==> src/rtl/counter_mode_unit_if.sv <==
// Operand/result bundle of counter_mode_unit: mode select and operands in, registered result and flags out.
// The master drives en/sel/a/b; the slave (the unit) returns dout/tc/cb.
interface counter_mode_unit_if #(
  parameter int IN_W  = 3,
  parameter int OUT_W = 4
);
  // No valid/ready pair: en is a per-cycle qualifier sampled with sel/a/b on every rising clk,
  // and dout/tc/cb reflect that sample after the edge; the unit can never stall the master.
  logic             en;
  logic [2:0]       sel;
  logic [IN_W-1:0]  a;
  logic [IN_W-1:0]  b;
  logic [OUT_W-1:0] dout;
  logic             tc;
  logic             cb;

  modport master (
    output en, sel, a, b,
    input  dout, tc, cb
  );

  modport slave (
    input  en, sel, a, b,
    output dout, tc, cb
  );
endinterface

==> src/rtl/counter_mode_unit.sv <==
// Multi-mode register unit: count up/down, hold, load, add, subtract, clear, with tc/cb flag pulses.
// Define COUNTER_SATURATE_EN to clamp counts and SUB at the range limits instead of wrapping.
module counter_mode_unit #(
  parameter int IN_W  = 3,
  parameter int OUT_W = 4,
  parameter int STEP  = 1
) (
  input  logic                clk,
  input  logic                rst,
  counter_mode_unit_if.slave  bus
);

  typedef enum logic [2:0] {
    MODE_CNT_UP = 3'b000,
    MODE_HOLD   = 3'b001,
    MODE_ADD    = 3'b010,
    MODE_SUB    = 3'b011,
    MODE_CNT_DN = 3'b100,
    MODE_LOAD   = 3'b101,
    MODE_CLEAR  = 3'b110,
    MODE_RESV   = 3'b111
  } mode_t;

  generate
    if (OUT_W < IN_W + 1) begin : g_bad_width
      $error("counter_mode_unit: OUT_W must be at least IN_W+1");
    end
    if (STEP < 1 || STEP >= (1 << OUT_W)) begin : g_bad_step
      $error("counter_mode_unit: STEP must satisfy 1 <= STEP < 2**OUT_W");
    end
  endgenerate

  localparam int PAD = OUT_W + 1 - IN_W;
  localparam logic [OUT_W:0] STEP_X = (OUT_W + 1)'(STEP);
`ifdef COUNTER_SATURATE_EN
  localparam logic [OUT_W-1:0] MAX_V = '1;
`endif

  mode_t            mode;
  logic [OUT_W-1:0] dout_q, dout_d;
  logic             tc_q, tc_d;
  logic             cb_q, cb_d;

  // Every arithmetic path carries one extra MSB so wrap/carry falls out as that bit.
  logic [OUT_W:0]   a_x, b_x;
  logic [OUT_W:0]   up_sum, dn_diff, add_sum;
  logic [OUT_W-1:0] sub_diff;
  logic             up_wrap, dn_wrap, sub_borrow;

  assign mode       = mode_t'(bus.sel);
  assign a_x        = {{PAD{1'b0}}, bus.a};
  assign b_x        = {{PAD{1'b0}}, bus.b};
  assign up_sum     = {1'b0, dout_q} + STEP_X;
  assign dn_diff    = {1'b0, dout_q} - STEP_X;
  assign add_sum    = a_x + b_x;
  assign sub_diff   = a_x[OUT_W-1:0] - b_x[OUT_W-1:0];
  assign up_wrap    = up_sum[OUT_W];
  assign dn_wrap    = dn_diff[OUT_W];
  assign sub_borrow = (bus.a < bus.b);

  always_comb begin
    dout_d = dout_q;
    tc_d   = 1'b0;
    cb_d   = 1'b0;
    if (bus.en) begin
      case (mode)
        MODE_CNT_UP: begin
          tc_d = up_wrap;
`ifdef COUNTER_SATURATE_EN
          dout_d = up_wrap ? MAX_V : up_sum[OUT_W-1:0];
`else
          dout_d = up_sum[OUT_W-1:0];
`endif
        end
        MODE_CNT_DN: begin
          tc_d = dn_wrap;
`ifdef COUNTER_SATURATE_EN
          dout_d = dn_wrap ? '0 : dn_diff[OUT_W-1:0];
`else
          dout_d = dn_diff[OUT_W-1:0];
`endif
        end
        MODE_ADD: begin
          dout_d = add_sum[OUT_W-1:0];
          cb_d   = add_sum[OUT_W];
        end
        MODE_SUB: begin
          cb_d = sub_borrow;
`ifdef COUNTER_SATURATE_EN
          dout_d = sub_borrow ? '0 : sub_diff;
`else
          dout_d = sub_diff;
`endif
        end
        MODE_LOAD:  dout_d = a_x[OUT_W-1:0];
        MODE_CLEAR: dout_d = '0;
        MODE_HOLD, MODE_RESV: dout_d = dout_q;
        default:    dout_d = dout_q;
      endcase
    end
  end

  always_ff @(posedge clk or negedge rst) begin
    if (!rst) begin
      dout_q <= '0;
      tc_q   <= 1'b0;
      cb_q   <= 1'b0;
    end else begin
      dout_q <= dout_d;
      tc_q   <= tc_d;
      cb_q   <= cb_d;
    end
  end

  assign bus.dout = dout_q;
  assign bus.tc   = tc_q;
  assign bus.cb   = cb_q;

endmodule

==> src/flat_wrapper.sv <==
// flat-port wrapper written by rule: the top's interface ports become plain ports
module counter_mode_unit_flat 
#(
  parameter int IN_W  = 3,
  parameter int OUT_W = 4,
  parameter int STEP  = 1
)
  (clk, rst, bus_en, bus_sel, bus_a, bus_b, bus_dout, bus_tc, bus_cb);
  counter_mode_unit_if #(.IN_W(IN_W), .OUT_W(OUT_W)) bus_i ();
  input  logic clk;
  input  logic rst;
  input wire logic [$bits(bus_i.en)-1:0] bus_en;
  input wire logic [$bits(bus_i.sel)-1:0] bus_sel;
  input wire logic [$bits(bus_i.a)-1:0] bus_a;
  input wire logic [$bits(bus_i.b)-1:0] bus_b;
  output wire logic [$bits(bus_i.dout)-1:0] bus_dout;
  output wire logic [$bits(bus_i.tc)-1:0] bus_tc;
  output wire logic [$bits(bus_i.cb)-1:0] bus_cb;
  assign bus_i.en = bus_en;
  assign bus_i.sel = bus_sel;
  assign bus_i.a = bus_a;
  assign bus_i.b = bus_b;
  assign bus_dout = bus_i.dout;
  assign bus_tc = bus_i.tc;
  assign bus_cb = bus_i.cb;
  counter_mode_unit #(.IN_W(IN_W), .OUT_W(OUT_W), .STEP(STEP)) u_core (.clk(clk), .rst(rst), .bus(bus_i));
endmodule
==> config.mk <==
export PLATFORM = sky130hd
export DESIGN_NAME = counter_mode_unit_flat
export DESIGN_NICKNAME = d
export VERILOG_FILES = /design/src/rtl/counter_mode_unit_if.sv /design/src/rtl/counter_mode_unit.sv /design/src/flat_wrapper.sv
export SDC_FILE = /design/constraint.sdc
export NUM_CORES = 1
export LEC_CHECK = 0
export CAP_MARGIN = 30
export CORE_AREA = 2 2 53 42
export DETAILED_ROUTE_END_ITERATION = 10
export DIE_AREA = 0 0 55 44
export HOLD_SLACK_MARGIN = 0.02
export PLACE_DENSITY = 0.8
export SYNTH_ARGS = -nofsm -noshare
export SYNTH_HDL_FRONTEND = slang
export SYNTH_SLANG_ARGS = --single-unit
export TNS_END_PERCENT = 5
==> constraint.sdc <==
create_clock -name clk -period 1.5 [get_ports clk]
set_input_delay 0.225 -clock clk [delete_from_list [all_inputs] [get_ports clk]]
set_output_delay 0.225 -clock clk [all_outputs]
set_load 0.02 [all_outputs]
==> implementation parameters, run 1 <==
Parameter                              Value

Outcome
  Run status    finished with violations
  Violations in the final reports    setup timing

Placement
  Final GP Congestion    0.9228
  Worst slack at placement    -0.9772 ns
  Post-placement cell area    0.001115 sq mm
  Quantity of I/O buffers inserted on ports    17
  Detailed Place HPWL    1630 microns

GRT
  Pin count of the biggest net entering global routing    18
  Overall routing resource usage    20.64%
  Via count of the first global-routing pass    768
  Antenna violations before repair    0
  Global route overflow    0
  First-pass GRT wire length    3463 microns

Clocking
  Post-CTS Repair Setup Buffers    0
  Clock tree sinks    6
  Number of buffers added by the clock tree synthesis step    3
  Worst skew pair latency    0.26 ns
  Number of levels the H-tree was split into    1
  Clock edge transition at the registers on the reported setup and hold paths    0.05 ns
  TritonCTS clock tree    built
  Maximum clock path buffer count    2
  Root buffer cell    sky130_fd_sc_hd__clkbuf_4

Critical path
  Worst setup SP type    input port
  Highest fanout seen on the critical path    2
  Crit path kind    input port to register
  CP Data Required Time    1.67 ns
  Count of buffering cells on the critical path with inverters included    3
  Worst EP arrival    1.99 ns
  CP max stage delay    0.53 ns
  Cell with the biggest individual delay on the critical path    sky130_fd_sc_hd__fa_1
  Cells along the critical path    buf_6 -> inv_4 -> ha_4 -> inv_2 -> fa_2 -> fa_1 -> nand2_2 -> o211ai_2 -> o221ai_1 -> and3_1 -> a311oi_2
  Family of cells with the greatest summed delay on the critical path    adder cells
  Worst Setup End Kind    register

Finish
  Commonest non-fill, non-tap cells in the layout    15 x sky130_fd_sc_hd__buf_4, 8 x sky130_fd_sc_hd__inv_1, 8 x sky130_fd_sc_hd__clkdlybuf4s50_1
  Most common library cell in the layout ignoring fill and taps    sky130_fd_sc_hd__buf_4
  Net count, final    147
  Share of the core filled with cells    61.04%
  Post-route design area    0.001176 sq mm
  Syn-to-layout area delta    43.95%
  Fraction of final layout cells with drive strength greater than 1    36.07%
  Number of filler instances in the final layout    170
  Number of inserted diodes    0

STA
  Hold Violations, Final    0
  FMAX    548.4 MHz
  Final setup fails    2
  Worst rel slew slack    81.05%
  Final critical delay including setup and external delays    1.824 ns
  Hold slack final    0.2118 ns
  Pin slew with the least headroom to its limit    0.2834 ns
  RSZ-0062 raised after global routing    yes
  Max-slew violation count    0
  Final critical-path share of the clock period    121.6%
  Worst clock skew    0.009057 ns
  Final worst-path setup slack    -0.3236 ns

Synthesis
  Area of the mapped netlist    817.0 sq um
  Number of register bits inferred by synthesis    6
  Cell accounting for the most synthesized area    sky130_fd_sc_hd__dfrtp_1
  Fraction of the yosys area taken by sequential cells    18.38%
  Synth area leaders    sky130_fd_sc_hd__dfrtp_1 18%, sky130_fd_sc_hd__ha_1 12%, sky130_fd_sc_hd__fa_1 7.4%
  Number of unique standard cell types used by synthesis    37
  Mean Syn Cell Area    9.180 sq um
  Syn_nets    112
  Main synth FF type    sky130_fd_sc_hd__dfrtp_1
  Fraction of synthesis flops using an asynchronous set or reset pin    100.0%
  Number of synthesized flops with an enable pin    0
  Synth Warn #    0
  Yosys top cell area share    18.38%
  Cells after synthesis    89

Routing
  Remaining antenna violation count after routing    0
  Total via count in the routed design    772
  Number of design-rule violations left by the first detailed-router iteration    20
  Post-DR wirelength/cell    14.21 microns
  Remaining routing DRC violations    0
  First-pass iteration count of the detailed router    4
  Detailed-route wire length    2074 microns
  Vias per cell    5.288

Floorplan
  Area of the placeable core    0.001927 sq mm
  Initial core utilization    42.40%
  Horizontal extent of the die    55 microns
  Die Outline Area    0.002420 sq mm
  Y dimension of the die    44 microns
  I/O pin cnt    18
  Number of core rows    14

Power and ir drop
  Leakage power of the design    0.5395 nW
  Worst voltage drop across the vdd grid    631.0 uV
  Pwr Density    905.1 mW/mm^2

Worst hold path
  Hold crit path type    input port to async pin

Job
  Number of max-capacitance violations reported    0
[layer usage]
layer | GRT usage (%) | vias to the layer above | wire length [microns]
met4 | 8.780 | 0 | 39
li1 | - | 380 | -
met2 | 31.67 | 26 | 951
met1 | 27.97 | 362 | 960
met5 | 0 | - | 0
met3 | 4.138 | 4 | 123
[area by class of cell]
cell class | instances | area, sq um | share of cell area, %
clock buffers | 3 | 22.52 | 1.915
inverters | 11 | 43.79 | 3.723
multi-input cells | 68 | 620.6 | 52.77
flip-flops and latches | 6 | 150.1 | 12.77
well taps | 24 | 30.03 | 2.553
repair buffers | 34 | 309.0 | 26.28
[cell families (layout without fill, tap and decap cells)]
logic type      count (synthesis)  count (layout)  share of synthesized area [%]
compound gates                 26              26                          24.50
simple gates                   25              25                          19.60
buf+inv                        15              48                          10.57
fa+ha+maj                      11              11                          19.60
flops                           6               6                          18.38
xor+xnor                        4               4                          4.289
mux                             2               2                          3.062
[worst reg2reg max path, cell delays in order (launching register included)]
cell and delay [ns]:
sky130_fd_sc_hd__dfrtp_1 0.38, sky130_fd_sc_hd__inv_1 0.11, sky130_fd_sc_hd__ha_4 0.22, sky130_fd_sc_hd__mux2i_1 0.13, sky130_fd_sc_hd__nand2_1 0.06, sky130_fd_sc_hd__o21ai_1 0.09
sky130_fd_sc_hd__a21oi_1 0.09, sky130_fd_sc_hd__mux2_4 0.25
[path summary, 6_finish.rpt]
kind | endpoint | start | cells after the start | slack, ns
setup / recovery | u_core.bus.dout[2] | bus_a[0] | 11 | -0.32
setup reg to reg | u_core.bus.dout[1] | u_core.bus.dout[0] | 7 | 0.04
hold / removal | u_core.bus.dout[3] | rst | 1 | 0.21
hold reg to reg | u_core.bus.dout[3] | u_core.bus.dout[3] | 1 | 0.59
max in group asynchronous | u_core.bus.cb | rst | 1 | 1.06
min in group clk | u_core.bus.dout[0] | bus_b[0] | 5 | 0.43
[timing repair]
action / 4_1_cts / 5_1_grt
gates resized for setup: 24 / 8
cloned: 0 / 0
hold buffers: 0 / 0
endpoints found under the hold margin: 0 / 0
setup endpoints to repair: 8 / 5
pin swaps: 7 / 8
[metrics by stage]
step	cells	TNS (ns)	power [mW]
floorplan	89	-0.5498	0.6272
global placement	143	-2.996	0.8602
detailed placement	143	-3.165	0.8841
CTS	146	-0.6660	1.055
global route	146	-0.8044	1.142
finish	146	-0.5177	1.064
[where the power goes]
group          switching, mW  total [mW]  internal [mW]
combinational          0.327       0.661          0.334
sequential            0.0474       0.248          0.201
clock                 0.0644       0.155         0.0909
[registers in the layout, summed over array words and instances, names as in the netlist]
| register | count |
|---|---|
| u_core.bus.cb | 1 |
| u_core.bus.dout | 4 |
| u_core.bus.tc | 1 |
[synthesized netlist by cell type, drive strengths merged (2+ instances only)]
master,count
a21oi,7
a31oi,2
and3,2
buf,4
dfrtp,6
fa,3
ha,8
inv,11
nand2,7
nand2b,5
nand3,3
nor2b,3
o21ai,8
o221ai,3
xnor2,3
Note: power is estimated with default switching activity, not from simulation.
==> inputs of run 2 (changes only) <==
GPL_ROUTABILITY_DRIVEN = 0   (was not set)
==> results of run 2 <==
No change in the layout: final DEF, timing and power equal those of run 1.
==> inputs of run 3 (changes only) <==
SLEW_MARGIN = 10   (was not set)
==> results of run 3 <==
No change in the layout: final DEF, timing and power equal those of run 1.
